[config.mk]
export PLATFORM = sky130hd
export DESIGN_NAME = multicycle_ctrl_flat
export DESIGN_NICKNAME = d
export VERILOG_FILES = /design/src/rtl/multicycle_ctrl_if.sv /design/src/rtl/multicycle_ctrl.sv /design/src/flat_wrapper.sv
export SDC_FILE = /design/constraint.sdc
export NUM_CORES = 1
export LEC_CHECK = 0
export CAP_MARGIN = 20
export CORE_MARGIN = 1.5
export CORE_UTILIZATION = 40
export CTS_CLUSTER_SIZE = 10
export DETAILED_ROUTE_END_ITERATION = 16
export GPL_ROUTABILITY_DRIVEN = 1
export GPL_TIMING_DRIVEN = 0
export PLACE_DENSITY_LB_ADDON = 0.15
export SETUP_SLACK_MARGIN = 0.2
export SKIP_CTS_REPAIR_TIMING = 1
export SLEW_MARGIN = 25
export SYNTH_ARGS = -nofsm -noshare
export SYNTH_HDL_FRONTEND = slang
export SYNTH_SLANG_ARGS = --single-unit
[constraint.sdc]
create_clock -name clk -period 2.11 [get_ports clk]
set_clock_uncertainty 0.15 [all_clocks]
set_input_delay 0.633 -clock clk [delete_from_list [all_inputs] [get_ports clk]]
set_output_delay 0.633 -clock clk [all_outputs]
set_load 0.05 [all_outputs]
[src/rtl/multicycle_ctrl_if.sv]
// Port bundle between the multicycle sequencer (master) and the RV64I datapath (slave).
// mem_read_o/mem_write_o act as "valid": held high until the cycle mem_ready_i is 1, which completes the access.
interface multicycle_ctrl_if #(
  parameter int CNT_W = 32
);
  logic             run_i;
  logic [31:0]      instr_i;
  logic             zero_i;
  logic             mem_ready_i;
  logic             ir_write_o;
  logic             pc_write_o;
  logic             pc_sel_o;
  logic             reg_write_o;
  logic             mem_read_o;
  logic             mem_write_o;
  logic             alu_src_o;
  logic             mem_to_reg_o;
  logic [1:0]       alu_op_o;
  logic             busy_o;
  logic             halted_o;
  logic [1:0]       err_o;
  logic [CNT_W-1:0] instret_o;
  logic [2:0]       state_dbg;

  modport master (
    input  run_i, instr_i, zero_i, mem_ready_i,
    output ir_write_o, pc_write_o, pc_sel_o, reg_write_o, mem_read_o, mem_write_o,
           alu_src_o, mem_to_reg_o, alu_op_o, busy_o, halted_o, err_o, instret_o, state_dbg
  );

  modport slave (
    output run_i, instr_i, zero_i, mem_ready_i,
    input  ir_write_o, pc_write_o, pc_sel_o, reg_write_o, mem_read_o, mem_write_o,
           alu_src_o, mem_to_reg_o, alu_op_o, busy_o, halted_o, err_o, instret_o, state_dbg
  );
endinterface

[src/rtl/multicycle_ctrl.sv]
// Multicycle FETCH->DECODE->EXEC->MEM->WB sequencer for the RV64I datapath with
// memory wait states, run/stop control, error halt and a retired-instruction counter.
module multicycle_ctrl #(
  parameter int OPCODE_W    = 7,
  parameter int CNT_W       = 32,
  parameter int TIMEOUT_CYC = 16
) (
  input logic clk,
  input logic rst,
  multicycle_ctrl_if.master bus
);
  typedef enum logic [2:0] {
    S_IDLE   = 3'd0,
    S_FETCH  = 3'd1,
    S_DECODE = 3'd2,
    S_EXEC   = 3'd3,
    S_MEM    = 3'd4,
    S_WB     = 3'd5,
    S_HALT   = 3'd6
  } state_t;

  typedef enum logic [2:0] {
    C_NONE = 3'd0,
    C_R    = 3'd1,
    C_I    = 3'd2,
    C_LD   = 3'd3,
    C_ST   = 3'd4,
    C_BEQ  = 3'd5
  } cls_t;

  localparam int                    WAIT_W    = $clog2(TIMEOUT_CYC + 1);
  localparam logic [WAIT_W-1:0]     WAIT_LAST = WAIT_W'(TIMEOUT_CYC - 1);
  localparam logic [OPCODE_W-1:0]   OP_R      = OPCODE_W'(7'b0110011);
  localparam logic [OPCODE_W-1:0]   OP_I      = OPCODE_W'(7'b0010011);
  localparam logic [OPCODE_W-1:0]   OP_LD     = OPCODE_W'(7'b0000011);
  localparam logic [OPCODE_W-1:0]   OP_ST     = OPCODE_W'(7'b0100011);
  localparam logic [OPCODE_W-1:0]   OP_BEQ    = OPCODE_W'(7'b1100011);

  state_t              state;
  cls_t                cls;
  logic [WAIT_W-1:0]   wait_cnt;
  logic [CNT_W-1:0]    instret;
  logic [1:0]          err;
  logic [OPCODE_W-1:0] opcode;
  logic                retire;
  logic                unused_instr;

  assign opcode       = bus.instr_i[OPCODE_W-1:0];
  assign unused_instr = ^bus.instr_i[31:OPCODE_W];

  // The cycle that issues the instruction's single pc_write pulse.
  assign retire = (state == S_EXEC && cls == C_BEQ) ||
                  (state == S_MEM  && cls == C_ST && bus.mem_ready_i) ||
                  (state == S_WB);

  always_ff @(posedge clk or posedge rst) begin
    if (rst) begin
      state    <= S_IDLE;
      cls      <= C_NONE;
      wait_cnt <= '0;
      instret  <= '0;
      err      <= 2'b00;
    end else begin
      case (state)
        S_IDLE:   if (bus.run_i) state <= S_FETCH;
        S_FETCH:  state <= S_DECODE;
        S_DECODE: begin
          state <= S_EXEC;
          case (opcode)
            OP_R:    cls <= C_R;
            OP_I:    cls <= C_I;
            OP_LD:   cls <= C_LD;
            OP_ST:   cls <= C_ST;
            OP_BEQ:  cls <= C_BEQ;
            default: begin
              cls   <= C_NONE;
              state <= S_HALT;
              err   <= 2'b01;
            end
          endcase
        end
        S_EXEC: begin
          if (cls == C_R || cls == C_I) begin
            state <= S_WB;
          end else if (cls == C_LD || cls == C_ST) begin
            state    <= S_MEM;
            wait_cnt <= '0;
          end
        end
        S_MEM: begin
          if (bus.mem_ready_i) begin
            if (cls == C_LD) state <= S_WB;
          end else if (wait_cnt == WAIT_LAST) begin
            state <= S_HALT;
            err   <= 2'b10;
          end else begin
            wait_cnt <= wait_cnt + WAIT_W'(1);
          end
        end
        S_WB:     state <= S_WB;
        S_HALT:   state <= S_HALT;
        default:  state <= S_IDLE;
      endcase
      // run_i is only honoured at an instruction boundary.
      if (retire) begin
        instret <= instret + CNT_W'(1);
        state   <= bus.run_i ? S_FETCH : S_IDLE;
      end
    end
  end

  always_comb begin
    bus.ir_write_o   = 1'b0;
    bus.pc_write_o   = 1'b0;
    bus.pc_sel_o     = 1'b0;
    bus.reg_write_o  = 1'b0;
    bus.mem_read_o   = 1'b0;
    bus.mem_write_o  = 1'b0;
    bus.alu_src_o    = 1'b0;
    bus.mem_to_reg_o = 1'b0;
    bus.alu_op_o     = 2'b00;
    case (state)
      S_FETCH: bus.ir_write_o = 1'b1;
      S_EXEC: begin
        if (cls == C_R || cls == C_I) bus.alu_op_o = 2'b10;
        else if (cls == C_BEQ)        bus.alu_op_o = 2'b01;
        bus.alu_src_o = (cls == C_I || cls == C_LD || cls == C_ST);
        if (cls == C_BEQ) begin
          bus.pc_write_o = 1'b1;
          bus.pc_sel_o   = bus.zero_i;
        end
      end
      S_MEM: begin
        bus.mem_read_o  = (cls == C_LD);
        bus.mem_write_o = (cls == C_ST);
        bus.alu_src_o   = 1'b1;
        bus.pc_write_o  = (cls == C_ST) && bus.mem_ready_i;
      end
      S_WB: begin
        bus.reg_write_o  = 1'b1;
        bus.mem_to_reg_o = (cls == C_LD);
        bus.pc_write_o   = 1'b1;
      end
      default: ;
    endcase
  end

  assign bus.busy_o    = (state != S_IDLE) && (state != S_HALT);
  assign bus.halted_o  = (state == S_HALT);
  assign bus.err_o     = err;
  assign bus.instret_o = instret;
  assign bus.state_dbg = state;
endmodule
[src/flat_wrapper.sv]
// flat-port wrapper written by rule: the top's interface ports become plain ports
module multicycle_ctrl_flat 
#(
  parameter int OPCODE_W    = 7,
  parameter int CNT_W       = 32,
  parameter int TIMEOUT_CYC = 16
)
  (clk, rst, bus_run_i, bus_instr_i, bus_zero_i, bus_mem_ready_i, bus_ir_write_o, bus_pc_write_o, bus_pc_sel_o, bus_reg_write_o, bus_mem_read_o, bus_mem_write_o, bus_alu_src_o, bus_mem_to_reg_o, bus_alu_op_o, bus_busy_o, bus_halted_o, bus_err_o, bus_instret_o, bus_state_dbg);
  multicycle_ctrl_if #(.CNT_W(CNT_W)) bus_i ();
  input logic clk;
  input logic rst;
  input wire logic [$bits(bus_i.run_i)-1:0] bus_run_i;
  input wire logic [$bits(bus_i.instr_i)-1:0] bus_instr_i;
  input wire logic [$bits(bus_i.zero_i)-1:0] bus_zero_i;
  input wire logic [$bits(bus_i.mem_ready_i)-1:0] bus_mem_ready_i;
  output wire logic [$bits(bus_i.ir_write_o)-1:0] bus_ir_write_o;
  output wire logic [$bits(bus_i.pc_write_o)-1:0] bus_pc_write_o;
  output wire logic [$bits(bus_i.pc_sel_o)-1:0] bus_pc_sel_o;
  output wire logic [$bits(bus_i.reg_write_o)-1:0] bus_reg_write_o;
  output wire logic [$bits(bus_i.mem_read_o)-1:0] bus_mem_read_o;
  output wire logic [$bits(bus_i.mem_write_o)-1:0] bus_mem_write_o;
  output wire logic [$bits(bus_i.alu_src_o)-1:0] bus_alu_src_o;
  output wire logic [$bits(bus_i.mem_to_reg_o)-1:0] bus_mem_to_reg_o;
  output wire logic [$bits(bus_i.alu_op_o)-1:0] bus_alu_op_o;
  output wire logic [$bits(bus_i.busy_o)-1:0] bus_busy_o;
  output wire logic [$bits(bus_i.halted_o)-1:0] bus_halted_o;
  output wire logic [$bits(bus_i.err_o)-1:0] bus_err_o;
  output wire logic [$bits(bus_i.instret_o)-1:0] bus_instret_o;
  output wire logic [$bits(bus_i.state_dbg)-1:0] bus_state_dbg;
  assign bus_i.run_i = bus_run_i;
  assign bus_i.instr_i = bus_instr_i;
  assign bus_i.zero_i = bus_zero_i;
  assign bus_i.mem_ready_i = bus_mem_ready_i;
  assign bus_ir_write_o = bus_i.ir_write_o;
  assign bus_pc_write_o = bus_i.pc_write_o;
  assign bus_pc_sel_o = bus_i.pc_sel_o;
  assign bus_reg_write_o = bus_i.reg_write_o;
  assign bus_mem_read_o = bus_i.mem_read_o;
  assign bus_mem_write_o = bus_i.mem_write_o;
  assign bus_alu_src_o = bus_i.alu_src_o;
  assign bus_mem_to_reg_o = bus_i.mem_to_reg_o;
  assign bus_alu_op_o = bus_i.alu_op_o;
  assign bus_busy_o = bus_i.busy_o;
  assign bus_halted_o = bus_i.halted_o;
  assign bus_err_o = bus_i.err_o;
  assign bus_instret_o = bus_i.instret_o;
  assign bus_state_dbg = bus_i.state_dbg;
  multicycle_ctrl #(.OPCODE_W(OPCODE_W), .CNT_W(CNT_W), .TIMEOUT_CYC(TIMEOUT_CYC)) u_core (.clk(clk), .rst(rst), .bus(bus_i));
endmodule
==> Yosys cells after proc, flatten, opt, wreduce, memory -nomap -nowiden <==
Index checks and enable logic that the tools add are counted.
{ "op_classes": {"n_addsub": 2, "n_eq_ne": 28, "mux": 33, "n_reduce_logical": 19} }
{ "ops": {"columns": ["op", "n"], "rows": [
  ["$add A32 B1 Y32 const B", 1],
  ["$mux W3", 8],
  ["$pmux W3 S7", 1],
  ["$mux W5", 4],
  ["$eq A3 B3 Y1 const B", 5],
  ["$pmux W3 S5", 1],
  ["$eq A7 B6 Y1 const B", 2],
  ["$eq A3 B2 Y1 const B", 4],
  ["$ne A2 B2 Y1 const B", 6],
  ["$ne A4 B3 Y1 const B", 3],
  ["$mux W1", 10],
  ["$mux W2", 5],
  ["$pmux W5 S2", 1],
  ["$reduce_and A4 Y1", 2],
  ["$eq A7 B2 Y1 const B", 1],
  ["$eq A7 B5 Y1 const B", 1],
  ["$eq A7 B7 Y1 const B", 1],
  ["$eq A3 B1 Y1 const B", 2],
  ["$logic_or A1 B1 Y1", 6],
  ["$add A5 B1 Y5 const B", 1],
  ["$eq A5 B4 Y1 const B", 1],
  ["$logic_and A1 B1 Y1", 5],
  ["$reduce_and A5 Y1", 1],
  ["$reduce_or A5 Y1", 1],
  ["other kinds (8)", 9]
]} }
{ "totals": {"register_bits": 45, "in_bits": 37, "out_inout_bits": 49, "wordCells": 87} }

==> Depth between registers and ports, before layout <==
Gate-level depths: netlist (run 1).
{ "logic_depth": {"depth_word": 7, "mapped_depth": 8, "mapped_depth_nobuf": 8} }

==> Worst setup path after synthesis (run 1) <==
Ideal clock, no wire load.
{ "synth_timing": {"path_type": "register -> output", "start": "register u_core.state[1], in the netlist u_core.bus.state_dbg[1]", "end": "output port bus_alu_op_o[1]", "arrival_time_ps": 2085, "t_required_ps": 1327, "setup_slack_ps": -758, "path_stages_with_launch": 3, "path_buffers": 0, "cell_sequence": "dfrtp_1 > nand3b_1 > nor3_1"} }
{ "synth_between": {"elab_chain_len": 2} }
{ "synth_lines": {"columns": ["item", "line_no", "text"], "rows": [
  ["start: declaration", "multicycle_ctrl.sv:39", "state_t state;"],
  ["start signal: assignment", "multicycle_ctrl.sv:107", "state <= bus.run_i ? S_FETCH : S_IDLE;"],
  ["$eq A3 B2 Y1", "multicycle_ctrl.sv:122", "case (state)"],
  ["$mux W2", "multicycle_ctrl.sv:122", null],
  ["end: declaration", "flat_wrapper.sv:24", "output wire logic [$bits(bus_i.alu_op_o)-1:0] bus_alu_op_o;"]
]} }
Every way passes these cells.

==> Final worst setup path (run 1) <==
{ "layout_timing": {"start": "register u_core.state[2], in the netlist u_core.bus.state_dbg[2]", "end": "output port bus_pc_sel_o"} }
{ "layout_between": {"elab_chain_len": 2} }
{ "layout_lines": {"columns": ["item", "line_no", "text"], "rows": [
  ["$eq A3 B2 Y1", "multicycle_ctrl.sv:122", null],
  ["$mux W1", "multicycle_ctrl.sv:122", null],
  ["end: declaration", "flat_wrapper.sv:18", "output wire logic [$bits(bus_i.pc_sel_o)-1:0] bus_pc_sel_o;"]
]} }
Every way passes these cells.

==> impl_metrics.env, run 1 <==
export IMPL_routed_via_density=5.17
export IMPL_rsz0062_at_grt="yes"
export IMPL_arrival_ns=1.95
export IMPL_cp_start_kind="flip-flop"
export IMPL_ys_seq_area_share_pct=47.7
export IMPL_synth_commonest_cells="45 x dfrtp_1, 26 x xnor2_1, 24 x nand2_1"
export IMPL_critPathMaxFanout=6
export IMPL_drtPass1Iterations=4
export IMPL_antenna_found_initial=0
export IMPL_p_comb_share_pct=56.2
export IMPL_critPathRequiredTime_ns=1.33
export IMPL_fin_ws_ns=-0.624
export IMPL_insertion_delay_ns=0.30
export IMPL_ys_flop_type="dfrtp_1"
export IMPL_worstMarginPinSlew_ns=0.507
export IMPL_ant_nets=0
export IMPL_synth_most_common_cell="dfrtp_1"
export IMPL_synth_cells=234
export IMPL_vias=2132
export IMPL_fin_crit_sh_pct=130
export IMPL_synth_top_cell_area_share_pct=47.7
export IMPL_endpoint="bus_pc_sel_o"
export IMPL_end_kind="primary output"
export IMPL_drt_initial_drc_count=53
export IMPL_h_tree_depth=2
export IMPL_grt_pass1_vias=1812
export IMPL_placed_cells=367
export IMPL_cts_sinks=45
export IMPL_async_flop_share_pct=100
export IMPL_maxCapViolCount=0
export IMPL_sw_frac_of_total_pct=42.4
export IMPL_clkPwrFrac_pct=13.7
export IMPL_synth_edf_count=0
export IMPL_fin_nets=379
export IMPL_root_buffer="clkbuf_8"
export IMPL_grt_overflow_total=0
export IMPL_grt_max_degree=25
export IMPL_p_per_area_nw_per_um2=997
export IMPL_area_delta_synth_final_pct=59.0
export IMPL_period_needed_ns=2.73
export IMPL_worstSetupPathType="flip-flop to primary output"
export IMPL_synth_cell_types=48
export IMPL_slew_viol_final=0
export IMPL_leakagePower_nw=1.78
export IMPL_initial_core_util_pct=42.1
export IMPL_yosys_area_top_type="dfrtp_1"
export IMPL_hold_viol=0
export IMPL_grt_usage_pct=18.0
export IMPL_syn_area_sq_um=2360
export IMPL_switchingPower_mw=1.59
export IMPL_setup_viol_count_final=36
export IMPL_place_congestion=0.877
export IMPL_synth_fp_nets=274
export IMPL_dpl_worst_slack_ns=-1.20
export IMPL_path_clk_slew_ns=0.08
export IMPL_rr_worst_depth=7
export IMPL_syn_area_per_cell_sq_um=10.1
export IMPL_die_area_sq_um=6370
export IMPL_cp_startpoint="u_core.bus.state_dbg[2]"
export IMPL_die_h_microns=79.8
export IMPL_ir_drop_uv=605
export IMPL_seqPwrFrac_pct=30.1
export IMPL_synth_area_leaders="dfrtp_1 48%, xnor2_1 9.6%, nand2_1 3.8%"
export IMPL_grt_pass1_wl_microns=8880
export IMPL_port_buffers=60
export IMPL_die_w_microns=79.8
export IMPL_yosys_register_bits=45
export IMPL_intPower_mw=2.15
export IMPL_yosys_warnings=0
export IMPL_cts_tree="yes"
export IMPL_clk_path_buf_depth=2
export IMPL_max_freq_ghz=0.366
export IMPL_relSlewSlack_pct=66.2
export IMPL_core_sq_um=5610
export IMPL_drive_gt1_share_pct=50.9
export IMPL_wirelength_microns=6120
export IMPL_run_status="finished with violations"
export IMPL_drc=0
export IMPL_r2r_slack_ns=-0.26
export IMPL_antenna_cells=0
export IMPL_wl_per_cell_microns=14.9
export IMPL_layout_cells_non_filler=412
export IMPL_cts_inserted_buffers=5
export IMPL_p_total_mw=3.74
export IMPL_violations="negative setup slack"
export IMPL_r2r_start="u_core.bus.state_dbg[2]"
export IMPL_dp_hpwl_microns=3930
export IMPL_hold_path_class="flip-flop to flip-flop"
export IMPL_ios=86
export IMPL_core_rowCount=27
export IMPL_r2r_end="u_core.bus.instret_o[21]"
## cell families after synthesis
| kind of cell | after synthesis | share of synthesized area [%] |
|---|---|---|
| buf+inv | 15 | 2.70 |
| mux | 2 | 0.848 |
| fa+ha+maj | 3 | 1.59 |
| compound gates | 29 | 9.75 |
| flops | 45 | 47.7 |
| xor+xnor | 33 | 12.2 |
| simple gates | 107 | 25.2 |
## through the flow
stage	setup TNS [ns]	hold WS [ns]	instance area, sq um	utilization, %
3_5_place_dp	-15.13	0.316	3200	57.0
6_report	-6.23	0.323	3750	66.9
4_1_cts	-23.88	0.331	3280	58.5
2_1_floorplan	-5.47	0.328	2480	-
3_3_place_gp	-45.03	0.305	3170	56.5
5_1_grt	-8.25	0.333	3750	66.9
## layout by cell type (no fill, tap or decap), types with 4 or more instances in the layout
cell,synthesis,final
nand2_2,0,6
nor2_1,15,7
clkbuf_4,0,4
dlymetal6s2s_1,0,7
nand3_2,0,6
xor2_1,7,7
buf_4,0,29
and3_1,5,4
a21oi_1,5,4
inv_1,8,7
buf_6,0,15
dfrtp_1,45,36
nand2_1,24,17
nand3_1,13,5
clkbuf_2,1,30
nor2_2,0,6
buf_8,0,7
and4_1,4,4
nand4_1,9,9
clkbuf_8,0,5
dfrtp_2,0,9
xnor2_2,0,4
xnor2_1,26,22
and2_4,0,4
clkdlybuf4s50_1,0,7
## power groups by stage
stage | clock network, mW | registers [mW] | logic, mW
final | 0.514 | 1.13 | 2.10
after global routing | 0.574 | 1.15 | 2.23
after CTS | 0.533 | 1.12 | 1.53
after detailed placement | 0 | 1.13 | 1.52
after global placement | 0 | 1.13 | 1.50
after floorplan | 0 | 1.34 | 0.886
## critical path, stage by stage, from the launching register on
cell      delay [ns]
dfrtp_2         0.41
nand3b_1        0.27
or4b_4          0.60
clkinv_8        0.09
and2_4          0.14
buf_8           0.14
## flip-flops by register name, indices dropped and copies added (netlist names)
register	count
u_core.bus.instret_o	32
u_core.bus.err_o	2
u_core.bus.state_dbg	3
u_core.cls	3
u_core.wait_cnt	5
## metal layers
metal,GRT usage [%],part of all wire (%)
met5,0,0
met4,5.86,1.8
met3,4.46,3.4
met2,28.6,51
met1,23.9,43
## area by class of cell
class,instances,area [sq um]
Fill cell,467,1850
Multi-Input combinational cell,174,1510
Sequential cell,45,1140
Timing Repair Buffer,98,825
Tap cell,72,90.1
Clock buffer,6,72.6
Inverter,10,57.6
Buffer,5,47.5
Clock inverter,2,10.0
## how the worst min path moves through the flow
| stage | startpoint | endpoint | slack, ns | cells past startpoint |
|---|---|---|---|---|
| after floorplan | u_core.wait_cnt[0] | u_core.wait_cnt[0] | 0.33 | 1 |
| after global placement | u_core.bus.instret_o[31] | u_core.bus.instret_o[31] | 0.31 | 1 |
| after detailed placement | u_core.bus.instret_o[31] | u_core.bus.instret_o[31] | 0.32 | 1 |
| after CTS | u_core.bus.instret_o[31] | u_core.bus.instret_o[31] | 0.33 | 1 |
| after global routing | u_core.bus.instret_o[31] | u_core.bus.instret_o[31] | 0.33 | 1 |
| final | u_core.bus.instret_o[31] | u_core.bus.instret_o[31] | 0.32 | 1 |
Power figures use the tool's default switching activity.
==> run 2, diff against run 1 <==
Settings changed: CORE_UTILIZATION 40 to 48.
Clock period 2.11 ns to 3.4 ns, I/O delays scaled along.
==> impl_metrics.env, run 2 (synthesis results as in run 1) <==
export IMPL_grt_util_met1_pct=28.3
export IMPL_core_rowCount=25
export IMPL_ios=86
export IMPL_hold_path_class="flip-flop to flip-flop"
export IMPL_fin_nets=345
export IMPL_antenna_cells=0
export IMPL_cts_inserted_buffers=5
export IMPL_insertion_delay_ns=0.30
export IMPL_fin_tns_setup_ns=0
export IMPL_max_stage_delay_ns=0.61
export IMPL_run_status="complete, no violations"
export IMPL_path_clk_slew_ns=0.08
export IMPL_drt_initial_drc_count=176
export IMPL_wirelength_microns=5270
export IMPL_setup_viol_count_final=0
export IMPL_place_congestion=0.879
export IMPL_critPathMaxFanout=9
export IMPL_initial_core_util_pct=50.0
export IMPL_cp_start_kind="flip-flop"
export IMPL_ant_nets=0
export IMPL_end_kind="primary output"
export IMPL_port_buffers=60
export IMPL_worstHoldPathCells=1
export IMPL_rsz0062_at_grt="yes"
export IMPL_max_freq_ghz=0.311
export IMPL_maxCapViolCount=0
export IMPL_grt_usage_pct=21.0
export IMPL_place_area_sq_um=3070
export IMPL_root_buffer="clkbuf_8"
export IMPL_area_delta_synth_final_pct=35.9
export IMPL_ir_drop_uv=389
export IMPL_grt_max_degree=33
export IMPL_drive_gt1_share_pct=12.1
export IMPL_worstMarginPinSlew_ns=0.510
export IMPL_leakagePower_nw=1.46
export IMPL_slew_viol_final=0
export IMPL_crit_chain="nand3b_1 -> or4b_4 -> clkinv_4 -> nor2_4 -> inv_4 -> buf_8"
export IMPL_fin_crit_sh_pct=94.7
export IMPL_holdWs_ns=0.320
export IMPL_top_usage_layer="met2"
export IMPL_arrival_ns=2.05
export IMPL_grt_use_met2_pct=33.6
export IMPL_vias=1958
export IMPL_r2r_slack_ns=1.06
export IMPL_rr_worst_depth=5
export IMPL_grt_overflow_total=0
export IMPL_worstSetupPathType="flip-flop to primary output"
export IMPL_period_needed_ns=3.22
export IMPL_h_tree_depth=2
export IMPL_clk_path_buf_depth=2
export IMPL_largest_register_ffs=32
export IMPL_cts_sinks=45
export IMPL_relSlewSlack_pct=65.9
export IMPL_antenna_found_initial=0
export IMPL_final_cell_mix="48 x clkdlybuf4s50_1, 43 x dfrtp_1, 26 x xnor2_1"
export IMPL_hold_viol=0
export IMPL_wl_per_cell_microns=14.2
export IMPL_critPathRequiredTime_ns=2.23
export IMPL_grt_pass1_vias=1836
export IMPL_use_met3_pct=5.25
export IMPL_die_h_microns=73.1
export IMPL_drc=0
export IMPL_die_area_sq_um=5350
export IMPL_routed_via_density=5.26
export IMPL_grt_pass1_wl_microns=8680
export IMPL_core_sq_um=4720
export IMPL_slowest_stage="or4b_4"
export IMPL_dp_hpwl_microns=3820
export IMPL_die_w_microns=73.1
export IMPL_layout_commonest_cell="clkdlybuf4s50_1"
export IMPL_p_per_area_nw_per_um2=595
export IMPL_cts_tree="yes"
export IMPL_finalInstanceArea_sq_um=3210
export IMPL_drtPass1Iterations=4
-- run 2: changes by cell type in the layout (fill, tap and decap cells not counted), moves of 6 or more --
| cell | delta |
|---|---|
| buf_4 | -26 |
| buf_6 | -14 |
| buf_8 | -6 |
| clkbuf_2 | -27 |
| clkdlybuf4s50_1 | +41 |
| dfrtp_1 | +7 |
| dfrtp_2 | -7 |
| nand2_1 | +7 |
| nand2_2 | -6 |
| nand3_1 | +8 |
| nand3_2 | -6 |
| nor2_1 | +7 |
| nor2_2 | -6 |
-- run 2: layout make-up --
| cell class | instances | area (sq um) |
|---|---|---|
| Sequential cell | 45 | 1130 |
| Tap cell | 67 | 83.8 |
| Clock inverter | 1 | 5.00 |
| Buffer | 5 | 21.3 |
| Clock buffer | 6 | 72.6 |
| Multi-Input combinational cell | 174 | 1200 |
| Timing Repair Buffer | 64 | 654 |
| Fill cell | 361 | 1510 |
| Inverter | 10 | 45.0 |
-- run 2: path summary, 6_finish.rpt --
path / from / to
min in group asynchronous: rst / u_core.bus.instret_o[5]
hold reg to reg: u_core.bus.instret_o[31] / u_core.bus.instret_o[31]
hold / removal: u_core.bus.instret_o[31] / u_core.bus.instret_o[31]
max in group asynchronous: rst / u_core.bus.state_dbg[0]
setup reg to reg: u_core.bus.state_dbg[2] / u_core.bus.instret_o[9]
setup / recovery: u_core.bus.state_dbg[2] / bus_pc_write_o
-- run 2: report_power, final --
group | internal (mW) | switching [mW] | leakage, nW | total, mW
Sequential | 0.607 | 0.0830 | 0.598 | 0.690
Combinational | 0.329 | 0.573 | 0.820 | 0.902
Clock | 0.140 | 0.179 | 0.0410 | 0.319
Total | 1.08 | 0.835 | 1.46 | 1.91
-- run 2: metal layers --
metal  share of wire [%]  up-vias
li1                    -      963
met1                  47      956
met2                  49       34
met3                 3.5        5
met4                0.87        0
met5                   0        -
-- run 2: critical path, delay by kind of cell, from the launching register on --
family | cells | cell delay [ns]
buffers and inverters | 3 | 0.36
DFF | 1 | 0.42
and+or+nand+nor | 3 | 0.95
-- run 2: stage by stage --
step	util [%]	worst slack [ns]	total power, mW	cells
after floorplan	-	0.181	1.29	234
after global placement	64.6	-0.806	1.54	361
after detailed placement	65.0	-0.781	1.56	362
after CTS	66.6	-0.789	1.87	369
after global routing	67.9	0.101	2.02	372
final	67.9	0.180	1.91	372
==> run 3, diff against run 2 <==
Settings changed: CTS_CLUSTER_DIAMETER set to 200.
==> results of run 3 <==
Same layout as run 2: the final DEF is identical, and so are final timing and power.
